`config.mk`:
```
export PLATFORM = sky130hd
export DESIGN_NAME = mbox_req_seq
export DESIGN_NICKNAME = d
export VERILOG_FILES = /design/src/rtl/mbox_pkg.sv /design/src/rtl/mbox_nxm_timer.sv /design/src/rtl/mbox_req_seq.sv
export SDC_FILE = /design/constraint.sdc
export NUM_CORES = 1
export LEC_CHECK = 0
export CORE_MARGIN = 1
export CORE_UTILIZATION = 40
export CTS_CLUSTER_SIZE = 25
export DETAILED_ROUTE_END_ITERATION = 8
export GPL_TIMING_DRIVEN = 1
export PLACE_DENSITY_LB_ADDON = 0.08
export SLEW_MARGIN = 40
export SYNTH_ARGS = -nofsm -noshare
export SYNTH_HDL_FRONTEND = slang
export SYNTH_SLANG_ARGS = --single-unit
export TNS_END_PERCENT = 1
```
`constraint.sdc`:
```
create_clock -name clk -period 2.2 [get_ports clk]
set_input_delay 0.22 -clock clk [delete_from_list [all_inputs] [get_ports clk]]
set_output_delay 0.22 -clock clk [all_outputs]
set_load 0.01 [all_outputs]
```
`src/rtl/mbox_pkg.sv`:
```
// Shared types and constants for the MBOX request sequencer.
package mbox_pkg;

  typedef enum logic [2:0] {
    IDLE,
    RD,
    WR,
    RESP,
    PSE_HOLD
  } mboxState_t;

  typedef logic [0:35]  word_t;
  typedef logic [13:35] vma_t;

  localparam int DEF_TIMEOUT_CYCLES = 64;
  localparam int TIMER_W            = 8;

endpackage

```
`src/rtl/mbox_nxm_timer.sv`:
```
// Nonexistent-memory watchdog: cleared on cycle start, counts while a
// memory request is outstanding, flags the cycle on which the limit is hit.
module mbox_nxm_timer
  import mbox_pkg::*;
#(
  parameter int TIMEOUT_CYCLES = DEF_TIMEOUT_CYCLES
) (
  input  logic clk,
  input  logic rstN,
  input  logic load,
  input  logic en,
  output logic termCnt
);

  localparam logic [TIMER_W-1:0] LAST = TIMER_W'(TIMEOUT_CYCLES - 1);

  logic [TIMER_W-1:0] count;

  always_ff @(posedge clk or negedge rstN) begin
    if (!rstN) begin
      count <= '0;
    end else if (load) begin
      count <= '0;
    end else if (en) begin
      count <= count + 1'b1;
    end
  end

  // Fires during the TIMEOUT_CYCLES-th cycle of an outstanding request.
  assign termCnt = en && !load && (count == LAST);

endmodule

```
`src/rtl/mbox_req_seq.sv`:
```
// Sequences one EBOX memory request at a time onto a req/ack memory port,
// with read parity checking and NXM timeout.
module mbox_req_seq
  import mbox_pkg::*;
#(
  parameter int TIMEOUT_CYCLES = DEF_TIMEOUT_CYCLES
) (
  input  logic  clk,
  input  logic  CROBAR,
  input  logic  EBOX_REQ,
  input  vma_t  EBOX_VMA,
  input  logic  eboxRead,
  input  logic  eboxWrite,
  input  logic  eboxPSE,
  input  word_t cacheDataWrite,
  input  logic  errClr,
  output logic  mboxRespIn,
  output word_t cacheDataRead,
  output logic  mboxBusy,
  output logic  nxmErr,
  output logic  mbParErr,
  output logic  memReq,
  output logic  memWrite,
  output vma_t  memAdr,
  output word_t memWData,
  input  logic  memAck,
  input  word_t memRData,
  input  logic  memRPar
);

  mboxState_t state;
  logic       pauseFlag;
  logic       acceptOk;
  logic       startRead;
  logic       startWrite;
  logic       timerDone;

  assign acceptOk   = (state == IDLE) || (state == PSE_HOLD);
  assign startRead  = acceptOk && EBOX_REQ && eboxRead;
  assign startWrite = acceptOk && EBOX_REQ && eboxWrite && !eboxRead;

  mbox_nxm_timer #(
    .TIMEOUT_CYCLES(TIMEOUT_CYCLES)
  ) uNxmTimer (
    .clk    (clk),
    .rstN   (CROBAR),
    .load   (startRead || startWrite),
    .en     (memReq),
    .termCnt(timerDone)
  );

  always_ff @(posedge clk or negedge CROBAR) begin
    if (!CROBAR) begin
      state         <= IDLE;
      pauseFlag     <= 1'b0;
      mboxRespIn    <= 1'b0;
      cacheDataRead <= '0;
      mboxBusy      <= 1'b0;
      nxmErr        <= 1'b0;
      mbParErr      <= 1'b0;
      memReq        <= 1'b0;
      memWrite      <= 1'b0;
      memAdr        <= '0;
      memWData      <= '0;
    end else begin
      // Error sets later in this block override a same-cycle clear.
      if (errClr) begin
        nxmErr   <= 1'b0;
        mbParErr <= 1'b0;
      end

      case (state)
        IDLE, PSE_HOLD: begin
          if (startRead) begin
            memAdr    <= EBOX_VMA;
            memWData  <= cacheDataWrite;
            pauseFlag <= eboxPSE || eboxWrite;
            memReq    <= 1'b1;
            memWrite  <= 1'b0;
            mboxBusy  <= 1'b1;
            state     <= RD;
          end else if (startWrite) begin
            // The write half of read-pause-write reuses the held address.
            if (state == IDLE) begin
              memAdr <= EBOX_VMA;
            end
            memWData  <= cacheDataWrite;
            pauseFlag <= 1'b0;
            memReq    <= 1'b1;
            memWrite  <= 1'b1;
            mboxBusy  <= 1'b1;
            state     <= WR;
          end
        end

        RD, WR: begin
          if (memAck) begin
            memReq     <= 1'b0;
            memWrite   <= 1'b0;
            mboxRespIn <= 1'b1;
            state      <= RESP;
            if (state == RD) begin
              cacheDataRead <= memRData;
              if (!(^{memRData, memRPar})) begin
                mbParErr <= 1'b1;
              end
            end
          end else if (timerDone) begin
            memReq     <= 1'b0;
            memWrite   <= 1'b0;
            mboxRespIn <= 1'b1;
            nxmErr     <= 1'b1;
            state      <= RESP;
            if (state == RD) begin
              cacheDataRead <= '0;
            end
          end
        end

        RESP: begin
          mboxRespIn <= 1'b0;
          mboxBusy   <= 1'b0;
          if (pauseFlag) begin
            state <= PSE_HOLD;
          end else begin
            pauseFlag <= 1'b0;
            state     <= IDLE;
          end
        end

        default: begin
          state <= IDLE;
        end
      endcase
    end
  end

endmodule

```
### Yosys cells after proc, flatten, opt, wreduce, memory -nomap -nowiden

Cells that the tools add are included.

| operators by class | value |
|---|---|
| eq/ne operators | 7 |
| mux-type cells | 41 |
| reductions and logical operators | 29 |
| $add $sub $neg | 1 |

Operators with widths:

| cell | number |
|---|---|
| 36-bit 2-to-1 mux | 6 |
| 23-bit 2-to-1 mux | 3 |
| 37-bit parity | 1 |
| 1-bit 2-to-1 mux | 19 |
| 8-bit 2-to-1 mux | 2 |
| 3-bit 2-to-1 mux | 5 |
| 2-bit nonzero test | 7 |
| 1-bit case mux with 2 select lines | 5 |
| 3-bit case mux with 3 select lines | 1 |
| 3-bit AND reduction | 3 |
| 8-bit by 1-bit adder with 8-bit output, second input constant | 1 |
| 8-bit by 6-bit equality test with 1-bit output, second input constant | 1 |
| 2-bit AND reduction | 4 |
| 3-bit by 2-bit equality test with 1-bit output, second input constant | 2 |
| 1-bit logical AND | 6 |
| 3-bit != test, second input constant | 2 |
| 2-bit OR reduction | 2 |
| 3-bit by 1-bit equality test with 1-bit output, second input constant | 1 |
| 3-bit equality test, second input constant | 1 |
| 3-bit logical NOT | 1 |
| 1-bit logical OR | 3 |
| 1-bit logical NOT | 2 |

| word-level totals | value |
|---|---|
| bits of input ports | 104 |
| output and inout bits | 101 |
| register bits after elaboration | 113 |
| logic and storage cells | 90 |

### Logic depth before layout (Yosys ltp)

Gate-level depths: netlist (run 1).

| logic depth | value |
|---|---|
| depth in word-level cells | 12 |
| gate-level depth with buffers | 7 |
| depth with buffers taken out | 7 |

### Hierarchy

A second synthesis (run 1) with hierarchy kept.

| second synthesis, totals | value |
|---|---|
| cells, all modules | 325 |
| area total of the unflattened synthesis | 4619.4 um^2 |

Modules (own cells, without submodules):

| module | sequential area each (um^2) | area an instance (um^2) | instances | cells an instance |
|---|---|---|---|---|
| mbox_req_seq | 2627.5 | 4214.0 | 1 | 287 |
| mbox_nxm_timer | 200.2 | 405.4 | 1 | 38 |

### Worst setup path before layout (run 1)

No wires, ideal clock.

| timing | value |
|---|---|
| path type | register -> register |
| start point | register state[1] |
| end point | register memWData[10] |
| stages on the path, launching flop included | 6 |
| arrival | 1.618 ns |
| clock period less this slack | 1.743 ns |
| path buffers | 2 |
| library setup time | 0.125 ns |
| setup slack | 0.457 ns |
| required time | 2.075 ns |
| cells stage by stage | dfrtp_1 -> nor3b_4 -> o21a_1 -> buf_4 -> buf_4 -> mux2_2 |

| between the ends | value |
|---|---|
| cells in the longest elaborated chain, start to end | 7 |
| elaborated cells between the ends (all ways) | 11 |
| those cells by class | eq/ne: 1; mux: 1; reduce/logical: 9 |

RTL lines:

| item | RTL line | text |
|---|---|---|
| from (decl) | mbox_req_seq.sv:31 | `mboxState_t state;` |
| from (signal assigned) | mbox_req_seq.sv:54 | `state <= IDLE;` |
| from (signal assigned) | mbox_req_seq.sv:81 | `state <= RD;` |
| from (signal assigned) | mbox_req_seq.sv:92 | `state <= WR;` |
| 3-bit equality test / 3-bit logical NOT (equally long branches) | mbox_req_seq.sv:38, mbox_req_seq.sv:72 |  |
| 1-bit logical OR | mbox_req_seq.sv:38 | `assign acceptOk = (state == IDLE) \|\| (state == PSE_HOLD);` |
| 1-bit logical AND | mbox_req_seq.sv:39, mbox_req_seq.sv:40 |  |
| 1-bit logical AND (2 in a row) | mbox_req_seq.sv:40 | `assign startWrite = acceptOk && EBOX_REQ && eboxWrite && !eboxRead;` |
| 2-bit nonzero test (no line) | -- |  |
| 2-bit AND reduction (no line) | -- |  |
| to (signal assigned) | mbox_req_seq.sv:76 | `memWData <= cacheDataWrite;` |
| to (signal assigned) | mbox_req_seq.sv:87 | `memWData <= cacheDataWrite;` |
| to (decl) | mbox_req_seq.sv:25 | `output word_t memWData,` |

Several ways; a longest one is shown, not always the timed one.
A chain may end at the register's enable or synchronous reset.

### Final worst setup path (run 1)

| timing | value |
|---|---|
| start point | register uNxmTimer.count[0] |
| end point | register cacheDataRead[20] |

| between the ends | value |
|---|---|
| cells in the longest elaborated chain, start to end | 4 |

RTL lines:

| item | RTL line | text |
|---|---|---|
| from (decl) | mbox_nxm_timer.sv:17 | `logic [TIMER_W-1:0] count;` |
| from (signal assigned) | mbox_nxm_timer.sv:25 | `count <= count + 1'b1;` |
| 8-bit by 6-bit equality test with 1-bit output | mbox_nxm_timer.sv:30 | `assign termCnt = en && !load && (count == LAST);` |
| 1-bit logical AND | mbox_nxm_timer.sv:30 |  |
| 2-bit nonzero test (no line) | -- |  |
| 3-bit AND reduction (no line) | -- |  |
| to (signal assigned) | mbox_req_seq.sv:103 | `cacheDataRead <= memRData;` |
| to (decl) | mbox_req_seq.sv:18 | `output word_t cacheDataRead,` |

No other way between the ends.

==> metrics.txt, run 1 <==
slew of the pin with the lowest slew margin 588 ps; Final Skew 6.78 ps; Synth Register Bits 113; first-pass detailed-route iteration total 5; worst skew pair latency 400 ps; status finished clean; vias in the first global route 3446; die area 0.0121 mm²; clock buffer count from CTS 17; worst path required time 2480 ps; Peak VDD IR 0.764 mV; setup TNS 0 ps; GRT Total Usage 19.8%; Rows 39; Post-DP HPWL 8390 µm; sequential share of the synthesized area 60.6%; Arr. time, crit path 2220 ps; RD Place Congestion 0.786; compound-cell area share of the yosys netlist 9.82%; Final nets 647; slew margin rel. 60.8%; crit end category register; Via density 4.88; clk buf depth 2; post-synth cell types 38; largest net degree at the start of global routing 48; Synth Area in Adders 0.268%; Max-Cap Viols 0; commonest non-fill, non-tap cell in the layout clkdlybuf4s50_1; chip width 110 µm; period utilisation layout 88.1%; Sink Count 113; area grow syn2layout 61.3%; area share of and/or/nand/nor cells after synthesis 4.27%; Hold Slack 327 ps; Post-Synthesis Cells 322; Detail Route Antenna Nets 0; Port Buffers 204; Setup CP Type register to register; DR WL/cell 16.5 µm; antenna violations before repair 0; CTS H-tree depth 4; ant diodes 0; Post-Synthesis Cell Area 0.00466 mm²; Pwr per Cell Area 1450 mW/mm²; Synth Area in XOR/XNOR 8.18%; CTS tree yes; multiplexer share of the synthesized area 14.5%; I/O pin count 205; Final Hold Fails 0; synthesized area per cell 14.5 µm²; final WL 11500 µm; Starting Density 41.0%; setup violators final 0; Die Ht 110 µm; most frequent cells in the layout clkdlybuf4s50_1, dfrtp_1, mux2_2; worst hold path class input port to async pin; clock root cell clkbuf_16; grt ovf 0; yosys warns 0; initial DRC count 196; Final min period 1940 ps; Syn Nets 427; first-pass GRT wire length 17600 µm; Leak 3.21 nW; share of post-route cells with drive strength above 1 19.2%; CORE AREA 0.0114 mm²; clk slew on worst S/H paths 50 ps; vias 3396; DRC 0; largest family of logic cells by synthesized area multiplexers; Final Max Slew Viols 0; RSZ-0062 raised after global routing no; CP startpoint kind register; Worst Path Max Fanout 21; fmax 516 MHz
==> per-layer routing <==
metal / track usage, % / vias up / routed length, µm
met5: 0 / - / 0
li1: - / 1595 / -
met4: 8.67 / 0 / 157
met2: 30.2 / 140 / 5410
met3: 8.52 / 14 / 1180
met1: 24.6 / 1647 / 4730
==> worst paths after layout <==
kind | startpoint | endpoint | slack, ps | depth (start not counted)
setup / recovery | uNxmTimer.count[0]$_DFFE_PN0P_ | cacheDataRead[20]$_DFFE_PN0P_ | 260 | 7
hold / removal | CROBAR | cacheDataRead[29]$_DFFE_PN0P_ | 330 | 2
setup reg to reg | uNxmTimer.count[0]$_DFFE_PN0P_ | cacheDataRead[20]$_DFFE_PN0P_ | 260 | 7
hold reg to reg | mboxBusy$_DFFE_PN0P_ | mboxBusy$_DFFE_PN0P_ | 490 | 1
max in group asynchronous | CROBAR | memAdr[12]$_DFFE_PN0P_ | 1160 | 3
min in group clk | EBOX_VMA[8] | memAdr[8]$_DFFE_PN0P_ | 430 | 2
==> timing repair <==
action / CTS / global route
hold buffers: 1 / 0
endpoints found under the hold margin: 35 / 0
gates resized for setup: 0 / 0
buffers inserted: 0 / 0
==> cell type report <==
cell class / count / area, µm²
Clock inverter: 5 / 75.1
Sequential cell: 113 / 2830
Timing Repair Buffer: 216 / 2190
Multi-Input combinational cell: 192 / 1730
Fill cell: 908 / 3840
Inverter: 2 / 7.51
Clock buffer: 25 / 515
Tap cell: 143 / 179
==> stage by stage <==
step | power (mW) | instances | worst slack (ps) | utilization (%) | area, µm²
floorplan | 5.74 | 322 | 457 | - | 4660
global placement | 8.11 | 664 | 16.5 | 60.7 | 6900
detailed placement | 8.27 | 665 | 26.1 | 60.9 | 6920
CTS | 11.0 | 696 | 225 | 66.2 | 7520
global route | 11.6 | 696 | 142 | 66.2 | 7520
finish | 10.9 | 696 | 261 | 66.2 | 7520
==> flip-flops by register name, indices dropped and copies added, names as in the netlist <==
signal	flops
memAdr	23
memWData	36
pauseFlag	1
uNxmTimer.count	8
memWrite	1
nxmErr	1
state	3
memReq	1
mboxBusy	1
mboxRespIn	1
cacheDataRead	36
mbParErr	1
==> Yosys cell counts <==
cell / number / share of area [%]
xnor3_1: 1 / 0.48
buf_4: 4 / 0.64
nand2b_1: 3 / 0.40
o211ai_1: 2 / 0.32
nor2_1: 14 / 1.1
o31ai_1: 1 / 0.16
nor3_1: 2 / 0.21
o21a_1: 2 / 0.32
or3_1: 1 / 0.13
nor4b_4: 1 / 0.51
xor2_1: 10 / 1.9
nor2b_1: 2 / 0.27
clkbuf_2: 1 / 0.11
nand4_1: 1 / 0.13
nand3b_1: 1 / 0.16
a21boi_0: 1 / 0.16
a21oi_1: 1 / 0.11
buf_2: 7 / 0.75
and2_1: 1 / 0.13
a22o_1: 37 / 6.9
nor3b_4: 1 / 0.40
buf_6: 3 / 0.72
o21ai_0: 4 / 0.43
nand2_1: 5 / 0.40
a21o_1: 2 / 0.32
nand4_2: 1 / 0.27
o22ai_1: 1 / 0.13
dfrtp_1: 113 / 61
o21ai_1: 1 / 0.11
ha_1: 1 / 0.27
mux2i_1: 1 / 0.21
a22o_2: 1 / 0.21
o41a_1: 1 / 0.24
nand3_1: 1 / 0.11
o21ai_4: 1 / 0.35
mux2_2: 59 / 14
inv_1: 2 / 0.16
xnor2_1: 31 / 5.8
==> where the power goes <==
part | internal (mW) | total, mW | switching, mW
sequential | 3.07 | 3.62 | 0.551
combinational | 2.83 | 4.57 | 1.74
clock | 1.83 | 2.69 | 0.862
==> critical path, cell delays in order, from the launching register on <==
cell     delay (ps)
dfrtp_1         390
ha_1            200
nand4_2         100
nor2_1          220
nor4b_4         300
o21ai_4         200
buf_16          210
a22o_1          200
==> logic make-up after synthesis <==
kind of cell / Yosys count
flops: 113
mux: 60
compound gates: 55
xor+xnor: 42
simple gates: 34
buf+inv: 17
fa+ha+maj: 1
No activity file was read; power rests on OpenSTA's default activity.
==> run 2: changes to the inputs <==
--- a/config.mk
+++ b/config.mk
@@ -10,7 +10,9 @@
 export CTS_CLUSTER_SIZE = 25
 export DETAILED_ROUTE_END_ITERATION = 8
 export GPL_TIMING_DRIVEN = 1
+export HOLD_SLACK_MARGIN = 0.15
 export PLACE_DENSITY_LB_ADDON = 0.08
+export SETUP_SLACK_MARGIN = 0.1
 export SLEW_MARGIN = 40
 export SYNTH_ARGS = -nofsm -noshare
 export SYNTH_HDL_FRONTEND = slang
==> results of run 2 <==
Same layout as run 1: the final DEF is identical, and so are final timing and power.
==> run 3: changes to the inputs <==
--- a/config.mk
+++ b/config.mk
@@ -5,6 +5,7 @@
 export SDC_FILE = /design/constraint.sdc
 export NUM_CORES = 1
 export LEC_CHECK = 0
+export ABC_AREA = 1
 export CORE_MARGIN = 1
 export CORE_UTILIZATION = 40
 export CTS_CLUSTER_SIZE = 25
@@ -12,7 +13,7 @@
 export GPL_TIMING_DRIVEN = 1
 export HOLD_SLACK_MARGIN = 0.15
 export PLACE_DENSITY_LB_ADDON = 0.08
-export SETUP_SLACK_MARGIN = 0.1
+export SETUP_SLACK_MARGIN = 0.3
 export SLEW_MARGIN = 40
 export SYNTH_ARGS = -nofsm -noshare
 export SYNTH_HDL_FRONTEND = slang
==> metrics.txt, run 3 <==
status finished clean; GRT Total Usage 22.1% (+2.2 points); worst hold path class input port to async pin; CORE AREA 0.0127 mm² (+12%); clock buffer count from CTS 17 (unchanged); most frequent cells in the layout nand2_1, clkdlybuf4s50_1, dfrtp_1; CTS H-tree depth 4 (unchanged); Final Skew 6.54 ps (-0.234 ps); area grow syn2layout 54.6%; Peak VDD IR 0.508 mV (-33%); yosys warns 0 (unchanged); CTS tree yes; worst path required time 2510 ps (+30 ps); Port Buffers 204 (unchanged); Leak 3.99 nW (+24%); cell area after layout 0.00813 mm² (+8.1%); Post-DP HPWL 10400 µm (+24%); die area 0.0136 mm² (+13%); vias in the first global route 4964 (+44%); Async SR Flop Fraction 100% (unchanged); antenna violations before repair 0 (unchanged); DRC 0 (unchanged); Final Hold Fails 0 (unchanged); clk buf depth 2 (unchanged); synthesized area per cell 8.17 µm² (-44%); CP startpoint kind register; clock root cell clkbuf_16; first-pass GRT wire length 23000 µm (+31%); initial DRC count 197 (+0.51%); crit end category register; FF-to-FF setup slack 480 ps (+210 ps); Crit-path slowest cell dfrtp_1; DR WL/cell 13.6 µm (-18%); Max-Cap Viols 0 (unchanged); Multi-input gate area 0.00211 mm² (+22%); Pwr per Cell Area 1330 mW/mm² (-8.3%); Worst Path Max Fanout 36 (+71%); vias 4949 (+46%); first-pass detailed-route iteration total 4 (-1); Arr. time, crit path 2040 ps (-180 ps); setup TNS 0 ps (unchanged); FILL cells 1123 (+24%); final WL 14100 µm (+23%); slew margin rel. 55.0% (-5.8 points); ant diodes 0 (unchanged); R2R Path End cacheDataRead[0]$_DFFE_PN0P_; setup violators final 0 (unchanged); RSZ-0062 raised after global routing no; top-count cell post-synth nand2_1; share of post-route cells with drive strength above 1 8.30% (-11 points); fmax 580 MHz (+12%); Syn Nets 749 (+75%); Final min period 1720 ps (-214 ps); largest net degree at the start of global routing 46 (-4.2%); family with the most delay on the worst path simple AND/OR/NAND/NOR gates; DP Area 0.00752 mm² (+8.6%); crit-path cells nor2_4 > nand3_4 > nand2_4 > nor2_4 > nand4_1 > nand2_1 > inv_2 > buf_12 > o21ai_0 > o21ai_0; period utilisation layout 78.4% (-9.7 points); Crit path buffers/inverters 2 (+1); sequential share of the synthesized area 53.8% (-6.9 points); top cells by count, synth nand2_1, dfrtp_1, inv_1; area leader, netlist dfrtp_1; RD Place Congestion 0.795 (+1.2%); worst skew pair latency 410 ps (about the same); Sink Count 113 (unchanged); worst setup path startpoint state[1]$_DFFE_PN0P_; number of synthesized flops with an enable pin 0 (unchanged); Via density 4.76 (-2.4%); commonest non-fill, non-tap cell in the layout nand2_1; Rows 41 (+5.1%); Post-Synthesis Cells 644 (+100%); Setup CP Type register to register; RR Startpoint state[1]$_DFFE_PN0P_; post-synth cell types 32 (-16%); main flop type after synthesis dfrtp_1; delay of the slowest critical-path stage 440 ps (+50 ps); Die Ht 117 µm (+6.1%); Starting Density 41.3% (+0.32 points); Final Max Slew Viols 0 (unchanged); biggest regs cacheDataRead: 36 flops, memWData: 36 flops, memAdr: 23 flops; I/O pin count 205 (unchanged); Critical Path Stages 10 (+3); Reg2Reg Depth 10 (+3); Detail Route Antenna Nets 0 (unchanged); Post-Synthesis Cell Area 0.00526 mm² (+13%); register area 0.00283 mm² (unchanged); slew of the pin with the lowest slew margin 675 ps (+86.5 ps); top cell type's share of synthesized area 53.8% (-6.9 points); Synth area leaders dfrtp_1, nand2_1, o21ai_0; Synth Register Bits 113 (unchanged); grt ovf 0 (unchanged); chip width 117 µm (+6.1%); clk slew on worst S/H paths 50 ps (about the same); Final nets 962 (+49%)
[run 3: through the flow]
step,hold WS (ps),worst slack (ps),cells,utilization [%],power (mW)
2_1_floorplan,-75.6,534,644,-,5.57
6_report,310,476,1039,63.9,10.8
3_3_place_gp,210,266,1008,59.1,7.96
4_1_cts,322,350,1038,63.8,10.9
5_1_grt,352,310,1039,63.9,11.5
3_5_place_dp,214,188,1008,59.1,8.15
[run 3: worst reg2reg max path: stages, from the launching register on]
cell and delay [ps]:
dfrtp_1 440, nor2_4 190, nand3_4 130, nand2_4 120
nor2_4 40, nand4_1 90, nand2_1 70, inv_2 110
buf_12 200, o21ai_0 120, o21ai_0 110
[run 3: worst max-delay path by stage]
| stage | to | slack [ps] |
|---|---|---|
| after floorplan | memAdr[10]$_DFFE_PN0P_ | 530 |
| after global placement | cacheDataRead[23]$_DFFE_PN0P_ | 270 |
| after detailed placement | cacheDataRead[9]$_DFFE_PN0P_ | 190 |
| after CTS | cacheDataRead[0]$_DFFE_PN0P_ | 350 |
| after global routing | cacheDataRead[26]$_DFFE_PN0P_ | 310 |
| final | cacheDataRead[0]$_DFFE_PN0P_ | 480 |
[run 3: kinds of logic after synthesis]
logic type / count (synthesis) / synth area share [%]
AO/OA/AOI/OAI: 73 / 7.40
AND/OR/NAND/NOR: 343 / 26.0
multiplexers: 23 / 4.92
flip-flops: 113 / 53.8
XOR/XNOR: 9 / 1.50
buffers and inverters: 82 / 6.18
adder cells (fa/ha/maj): 1 / 0.238
[run 3: final cells by class]
cell class | count | share of cell area (%)
Sequential cell | 113 | 34.8
Timing Repair Buffer | 214 | 26.6
Multi-Input combinational cell | 449 | 26.0
Clock buffer | 23 | 6.12
Inverter | 62 | 2.86
Tap cell | 172 | 2.65
Clock inverter | 6 | 0.985
[run 3: power by group]
part           switching [mW]  leakage (nW)  internal [mW]  total (mW)
registers               0.526          1.40           3.03        3.55
logic                    2.14          2.29           2.40        4.54
clock network           0.900         0.291           1.79        2.69
[run 3: what timing repair did]
| action | in CTS | in global routing |
|---|---|---|
| setup buffers | 0 | 1 |
| gates resized for setup | 1 | 5 |
| pin swaps | 0 | 1 |
| hold endpoints to repair | 33 | 0 |
| setup endpoints to repair | 8 | 34 |
| hold buffers | 1 | 0 |
[run 3: routing by layer]
layer | vias to the layer above | GRT usage (%) | share of wire, %
met5 | - | 0 | 0
li1 | 2426 | - | -
met1 | 2331 | 25.3 | 40
met2 | 165 | 38.1 | 50
met4 | 0 | 9.45 | 2.1
met3 | 27 | 6.95 | 7.7
